**config.mk**
```make
export PLATFORM = sky130hd
export DESIGN_NAME = rom_arbiter
export DESIGN_NICKNAME = d
export VERILOG_FILES = /design/src/rtl/rom_arbiter.sv
export SDC_FILE = /design/constraint.sdc
export NUM_CORES = 1
export LEC_CHECK = 0
export ABC_AREA = 1
export CAP_MARGIN = 20
export CORE_UTILIZATION = 44
export DETAILED_ROUTE_END_ITERATION = 10
export MAX_ROUTING_LAYER = met4
export PLACE_DENSITY = 0.86
export REMOVE_ABC_BUFFERS = 1
export SLEW_MARGIN = 20
export SYNTH_ARGS = -nofsm -noshare
export SYNTH_HDL_FRONTEND = slang
export SYNTH_SLANG_ARGS = --single-unit
```
**constraint.sdc**
```tcl
create_clock -name clk -period 5.4 [get_ports clk]
set_input_delay 0.81 -clock clk [delete_from_list [all_inputs] [get_ports clk]]
set_output_delay 0.81 -clock clk [all_outputs]
set_load 0.03 [all_outputs]
```
**src/rtl/rom_arbiter.sv**
```systemverilog
// -----------------------------------------------------------------------------
// rom_arbiter
//   Round-robin arbiter sharing one single-port synchronous ROM (1-cycle
//   registered read) among NUM_REQ requesters. At most one request is accepted
//   per cycle. The read data comes back one cycle later on rsp_*, tagged with
//   the index of the requester that owns it. A per-requester lock hint grants
//   short bursts of up to MAX_BURST consecutive accepts to one requester.
//
// Ports
//   clk, rst     : clock and synchronous active-high reset
//   en           : global grant enable
//   req_valid    : per-requester request
//   req_lock     : per-requester burst lock hint, sampled with req_valid
//   req_addr     : flattened addresses, requester i at [i*AW +: AW]
//   req_ready    : one-hot acceptance (combinational)
//   rsp_valid    : registered response strobe
//   rsp_id       : index of the requester owning rsp_data
//   rsp_data     : read data (ROM output passed through while rsp_valid=1)
//   rom_en       : ROM read enable (combinational)
//   rom_addr     : ROM address (combinational)
//   rom_data     : ROM registered output
// -----------------------------------------------------------------------------
module rom_arbiter #(
    parameter int NUM_REQ   = 4,
    parameter int WIDTH     = 8,
    parameter int DEPTH     = 16,
    parameter int MAX_BURST = 4,
    localparam int AW = $clog2(DEPTH),
    localparam int IW = $clog2(NUM_REQ)
) (
    input  logic                  clk,
    input  logic                  rst,
    input  logic                  en,
    input  logic [NUM_REQ-1:0]    req_valid,
    input  logic [NUM_REQ-1:0]    req_lock,
    input  logic [NUM_REQ*AW-1:0] req_addr,
    output logic [NUM_REQ-1:0]    req_ready,
    output logic                  rsp_valid,
    output logic [IW-1:0]         rsp_id,
    output logic [WIDTH-1:0]      rsp_data,
    output logic                  rom_en,
    output logic [AW-1:0]         rom_addr,
    input  logic [WIDTH-1:0]      rom_data
);

    localparam int BW = $clog2(MAX_BURST + 1);
    localparam logic [IW:0]   NR_W     = (IW+1)'(NUM_REQ);
    localparam logic [IW-1:0] LAST_IDX = IW'(NUM_REQ - 1);
    // Last burst count value that still allows one more locked grant.
    localparam logic [BW-1:0] CNT_LAST = BW'(MAX_BURST - 1);

    logic [IW-1:0]    ptr_r;
    logic [IW-1:0]    ptr_s;
    logic [BW-1:0]    burst_cnt_r;
    logic [BW-1:0]    burst_cnt_s;
    logic             rsp_valid_r;
    logic [IW-1:0]    rsp_id_r;

    logic             found_s;
    logic [IW-1:0]    win_s;
    logic [IW-1:0]    win_inc_s;
    logic             fresh_s;
    logic [AW-1:0]    addr_a [NUM_REQ];

    // Unpack the flattened address bus so it can be indexed by requester.
    genvar gi;
    generate
        for (gi = 0; gi < NUM_REQ; gi++) begin : g_addr
            assign addr_a[gi] = req_addr[gi*AW +: AW];
        end
    endgenerate

    // Round-robin search starting at ptr; the modulo wrap is explicit so
    // non-power-of-two NUM_REQ works.
    always_comb begin : select
        logic [IW:0]   sum_v;
        logic [IW-1:0] idx_v;
        found_s = 1'b0;
        win_s   = '0;
        sum_v   = '0;
        idx_v   = '0;
        if (!rst && en) begin
            for (int i = 0; i < NUM_REQ; i++) begin
                sum_v = {1'b0, ptr_r} + (IW+1)'(i);
                if (sum_v >= NR_W) begin
                    sum_v = sum_v - NR_W;
                end else begin
                    sum_v = sum_v;
                end
                idx_v = sum_v[IW-1:0];
                if (!found_s && req_valid[idx_v]) begin
                    found_s = 1'b1;
                    win_s   = idx_v;
                end else begin
                    found_s = found_s;
                end
            end
        end else begin
            found_s = 1'b0;
        end
    end

    // Grant outputs and ROM drive derived from the selected winner.
    always_comb begin
        req_ready = '0;
        rom_en    = 1'b0;
        rom_addr  = '0;
        if (found_s) begin
            req_ready[win_s] = 1'b1;
            rom_en           = 1'b1;
            rom_addr         = addr_a[win_s];
        end else begin
            rom_en = 1'b0;
        end
    end

    // Next pointer and burst count. A burst continues only while the same
    // requester keeps winning with lock set; any other grant starts afresh.
    always_comb begin
        win_inc_s   = (win_s == LAST_IDX) ? '0 : win_s + IW'(1);
        fresh_s     = (burst_cnt_r == '0) || (win_s != rsp_id_r);
        ptr_s       = ptr_r;
        burst_cnt_s = burst_cnt_r;
        if (!found_s) begin
            ptr_s       = ptr_r;
            burst_cnt_s = burst_cnt_r;
        end else if (fresh_s) begin
            if (req_lock[win_s] && (CNT_LAST != '0)) begin
                ptr_s       = win_s;
                burst_cnt_s = BW'(1);
            end else begin
                ptr_s       = win_inc_s;
                burst_cnt_s = '0;
            end
        end else if (req_lock[win_s] && (burst_cnt_r < CNT_LAST)) begin
            ptr_s       = win_s;
            burst_cnt_s = burst_cnt_r + BW'(1);
        end else begin
            ptr_s       = win_inc_s;
            burst_cnt_s = '0;
        end
    end

    // State and response registers; rsp_id doubles as the previous winner.
    always_ff @(posedge clk) begin
        if (rst) begin
            ptr_r       <= '0;
            burst_cnt_r <= '0;
            rsp_valid_r <= 1'b0;
            rsp_id_r    <= '0;
        end else begin
            ptr_r       <= ptr_s;
            burst_cnt_r <= burst_cnt_s;
            rsp_valid_r <= found_s;
            if (found_s) begin
                rsp_id_r <= win_s;
            end else begin
                rsp_id_r <= rsp_id_r;
            end
        end
    end

    assign rsp_valid = rsp_valid_r;
    assign rsp_id    = rsp_id_r;
    // ROM output is already registered; gate it so idle cycles read as zero.
    assign rsp_data  = rsp_valid_r ? rom_data : '0;

endmodule
```
After elaboration in Yosys (flattened, before gate mapping) --
Index checks and enable logic that the tools add are counted.
Storage, ports and cells: register bits 8, output and inout bits 20, bits of input ports 35, word-level logic and storage cells 87
Cells by class: $add $sub $neg 9, equality and inequality tests 2, bitwise operators 1, magnitude comparators 12, reduce and logical (&&, ||, !) cells 12, mux-type cells 47
Operator list (count):
- $mux W2 | 17
- $mux W1 | 16
- $mux W4 | 4
- $lt A2 B3 Y1 const B | 5
- $ge A3 B3 Y1 const B | 4
- $bmux W1 S2 | 5
- $bmux W4 S2 | 1
- $mux W8 | 1
- $sub A2 B1 Y2 const B | 4
- $add A2 B2 Y3 const B | 2
- $logic_and A1 B1 Y1 | 6
- $mux W3 | 2
- $logic_not A1 Y1 | 4
- $add A2 B1 Y3 const B | 1
- $add A3 B1 Y3 const B | 1
- $ge A2 B3 Y1 const B | 1
- $logic_not A3 Y1 | 1
- $lt A3 B2 Y1 const B | 1
- $not A2 Y3 | 1
- $add A2 B1 Y2 const B | 1
- $demux W1 S2 | 1
- $eq A2 B2 Y1 const B | 1
- $ge A2 B1 Y1 const B | 1
- $ne A2 B2 Y1 | 1
- $logic_or A1 B1 Y1 | 1

Longest topological paths before layout --
depth in word-level cells 24, gate-level depth with buffers 19, depth with buffers taken out 17

Worst setup path before layout --
OpenSTA, ideal clock, no wires.
path kind in2out, start input port req_valid[3], end output port rom_addr[0], buffers on the path 1, required time 4590 ps, stages on the path 14, setup slack 2175 ps, arrival 2415 ps, cells stage by stage inv_1 nand2_1 nand3_1 nand2_2 nor2_4 nand3_2 nand2_2 inv_2 nand2_2 buf_2 nand2_1 nand3_1 nand2_1 a31oi_1
Between the ends: longest elaborated chain between the ends 21, elaborated cells between the ends (all ways) 32, classes of those cells mux: 25; bitwise: 1; reduce/logical: 6
RTL lines:
- start: declaration | line 34 | input logic [NUM_REQ-1:0] req_valid,
- $bmux W1 S2 | line 91 | if (!found_s && req_valid[idx_v]) begin
- $mux W1 (not written as such) | line 91
- $mux W1 | line 91
- $mux W1 | line 82 | if (!rst && en) begin
- $logic_not A1 Y1 | line 91
- $logic_and A1 B1 Y1 | line 91
- $mux W1 | line 91
- $mux W1 | line 82
- [4 not listed]
- $logic_not A1 Y1 | line 91
- $logic_and A1 B1 Y1 | line 91
- $mux W2 | line 91
- $mux W2 | line 82
- $not A2 Y3 (not written as such) | line 111 | rom_addr = addr_a[win_s];
- $bmux W4 S2 | line 111
- $mux W4 (not written as such) (2 in series) | line 111
- $mux W4 (*) | line 108 | if (found_s) begin
- end: declaration | line 42 | output logic [AW-1:0] rom_addr,
Every way passes the cells marked *; elsewhere a longest branch is shown, timed or not. The select of a mux whose other input is x is not followed.

Final worst setup path --
start input port req_valid[1], end output port req_ready[3]
Between the ends: longest elaborated chain between the ends 21, elaborated cells between the ends (all ways) 33, classes of those cells order compare: 2; mux: 24; reduce/logical: 7
RTL lines:
- $bmux W1 S2 | line 91
- $mux W1 (not written as such) | line 91
- $mux W1 | line 91
- $mux W1 | line 82
- $logic_not A1 Y1 | line 91
- $logic_and A1 B1 Y1 | line 91
- $mux W1 | line 91
- $mux W1 | line 82
- [5 not listed]
- $logic_and A1 B1 Y1 | line 91
- $mux W2 | line 91
- $mux W2 | line 82
- $lt A2 B3 Y1 (not written as such) / $ge A2 B1 Y1 (equally long branches) | line 109 | req_ready[win_s] = 1'b1;
- $logic_and A1 B1 Y1 (not written as such) | line 109
- $mux W1 (not written as such) | line 109
- $demux W1 S2 | line 109
- $mux W4 (*) | line 108
- end: declaration | line 37 | output logic [NUM_REQ-1:0] req_ready,
Marked as above.

==> results.py <==
metrics = {
    "cts": {
        "clock_sinks": 8,
        "clk_path_buf_depth": 2,
        "cts.clk_slew.worst_paths_ns": 0.05,
        "post_cts_buffers": 0,
        "clockRootBuffer": "clkbuf_4",
        "clk_latency_ns": 0.25,
        "cts_tree": "done",
        "cts-resized-gates": 0,
        "numCtsBuffers": 3,
        "cts_hold_buf": 0,
        "htree_levels": 1,
    },
    "setup_path": {
        "crit_path_end_kind": "output pin",
        "path_max_fanout": 16,
        "path_class": "in2out",
        "timing.rr.start": "ptr_r[0]",
        "arrival_ns": 3.64,
        "critPathRequiredTime_ns": 4.59,
        "rr_worst_depth": 14,
        "r2r_end": "ptr_r[1]",
        "start_kind": "input pin",
        "regToRegSetupSlack_ns": 2.64,
    },
    "timing": {
        "setup_viol_count_final": 0,
        "setup-tns-final_ns": 0,
        "worst_pin_slew_ns": 0.500,
        "fmax_mhz": 225,
        "worst_clock_skew_ns": 0.000461,
        "rsz0062_at_grt": "no",
        "slew_violations": 0,
        "fin_crit_sh": 0.824,
        "max-slew-margin-rel": 0.666,
        "hold_violations": 0,
        "layout_min_cycle_time_ns": 4.45,
    },
    "route": {
        "vias": 1336,
        "wl_per_cell_um": 9.37,
        "drc": 0,
        "viasPerCell": 4.72,
        "first_pass_iters": 4,
        "drtAntennaViolNets": 0,
        "drt_iter0_drc": 23,
        "routed_wl_um": 2650,
    },
    "die": {
        "die_area_um2": 2800,
        "initial_utilization": 0.465,
        "core-area_um2": 2450,
        "dieHeight_um": 52.9,
        "die_w_um": 52.9,
        "rows": 18,
        "ios": 55,
    },
    "synth": {
        "netlist_instances": 202,
        "netlist_area_um2": 1140,
        "yosysTopAreaCell": "nand2_1",
        "synth-edff-count": 0,
        "synth.area.top_cells": "nand2_1 (24%), dfxtp_1 (14%), inv_1 (11%)",
        "yosysSeqAreaShare": 0.140,
        "async_reset_ff_frac": 0,
        "synth.most_common_cell": "nand2_1",
        "yosys_warnings": 0,
        "ys.flop_type": "dfxtp_1",
        "synth_cell_type_count": 24,
        "yosys-top-cells-count": "nand2_1 (73), inv_1 (32), nand3_1 (16)",
        "avgSynthCellArea_um2": 5.65,
        "synth_top_area_share": 0.240,
        "ys_ff_latch": 8,
    },
    "power": {
        "power_leakage_nw": 0.874,
        "p_total_mw": 0.456,
        "vdd_drop_max_mv": 0.230,
        "power.density_nw_per_um2": 270,
    },
    "cells_and_area": {
        "num_antenna_cells": 0,
        "utilization": 0.689,
        "syn_to_final_growth_pct": 48.2,
        "regArea_um2": 160,
        "layout-drive-gt1-share": 0.134,
        "multi_input_area_um2": 781,
        "final_cell_area_um2": 1690,
        "n_fill_cell": 227,
        "nets": 294,
        "layoutNonFillerInstCount": 283,
    },
    "global_route": {
        "grt_antenna_before_repair": 0,
        "grt_usage": 0.214,
        "first_global_vias": 1137,
        "grt_max_degree": 17,
        "overflow": 0,
        "grt_pass1_wl_um": 4520,
    },
    "place": {
        "dp.cells": 280,
        "place_congestion": 0.838,
        "io_buffers": 54,
        "place_area_um2": 1670,
        "dp_hpwl_um": 2120,
    },
    "min_path": {
        "hold_end": "burst_cnt_r[2]",
        "hp-start": "burst_cnt_r[2]",
        "hp-class": "reg2reg",
        "hold_depth": 2,
    },
    "status": {
        "status": "complete, no violations",
    },
    "flow_run": {
        "maxCapViolCount": 0,
    },
}
-- report_power, final --
group	switching, mW	internal (mW)
clock	0.0190	0.0253
combinational	0.199	0.126
sequential	0.0182	0.0684
total	0.236	0.220
-- cell usage in the layout (no fill, tap or decap) --
cell / netlist / final
nand2_1: 73 / 73
clkdlybuf4s50_1: 0 / 54
inv_1: 32 / 32
nand3_1: 16 / 16
nor2_1: 14 / 14
nand2_2: 10 / 10
a21oi_1: 8 / 8
dfxtp_1: 8 / 8
nand2_4: 6 / 6
nand3_2: 6 / 6
inv_2: 5 / 5
a31oi_1: 4 / 4
ha_1: 4 / 4
o21ai_0: 3 / 3
clkbuf_4: 0 / 3
inv_8: 1 / 1
nor2_4: 1 / 1
a21boi_1: 1 / 1
or2_1: 1 / 1
nand3_4: 1 / 1
nor2_2: 1 / 1
o21ai_1: 1 / 1
-- flip-flops by register name, summed over array words and instances (netlist names) --
register	count
ptr_r	2
burst_cnt_r	3
rsp_valid	1
rsp_id	2
-- worst max-delay path, stage by stage --
cell,delay (ns)
clkdlybuf4s50_1,0.48
inv_1,0.06
nand2_1,0.07
nand3_1,0.13
nand2_2,0.12
nor2_4,0.06
nand3_2,0.05
nand2_2,0.15
inv_2,0.22
nand2_2,0.22
inv_2,0.21
ha_1,0.17
inv_1,0.04
nor2_1,0.12
clkdlybuf4s50_1,0.70
-- through the flow --
step	worst slack, ns	hold slack [ns]
floorplan	1.93	0.452
global placement	1.04	0.477
detailed placement	0.967	0.487
CTS	0.940	0.499
global route	0.681	0.520
finish	0.951	0.491
-- how the worst max path moves through the flow --
stage                       startpoint           end  slack (ns)  depth (start not counted)
final                     req_valid[1]  req_ready[3]        0.95                         15
after global routing      req_valid[1]   rom_addr[3]        0.68                         16
after CTS                 req_valid[2]  req_ready[3]        0.94                         15
after detailed placement  req_valid[2]  req_ready[3]        0.97                         15
after global placement    req_valid[3]   rom_addr[1]        1.04                         16
after floorplan           req_valid[3]   rom_addr[0]        1.93                         14
-- final cells by class --
cell class	instances	share of cell area
multi-input combinational	150	0.462
timing repair buffer	54	0.320
sequential	8	0.0947
inverter	38	0.0888
tap	30	0.0222
clock buffer	3	0.0133
-- logic make-up (layout without fill, tap and decap cells) --
| logic type | after synthesis | in the layout | share of synthesized area |
|---|---|---|---|
| AOI/OAI and AO/OA | 17 | 17 | 0.0811 |
| buffers and inverters | 44 | 95 | 0.175 |
| and+or+nand+nor | 129 | 129 | 0.559 |
| adders and majority gates | 4 | 4 | 0.0439 |
| DFF | 8 | 8 | 0.140 |
-- layer usage --
layer | vias up | global-route usage | share of wire
met2 | 39 | 0.363 | 0.48
met3 | 0 | 0.0345 | 0.054
met5 | - | - | 0
met1 | 582 | 0.274 | 0.46
li1 | 715 | - | -
met4 | 0 | 0.0263 | 0
No activity file was read; power rests on OpenSTA's default activity.
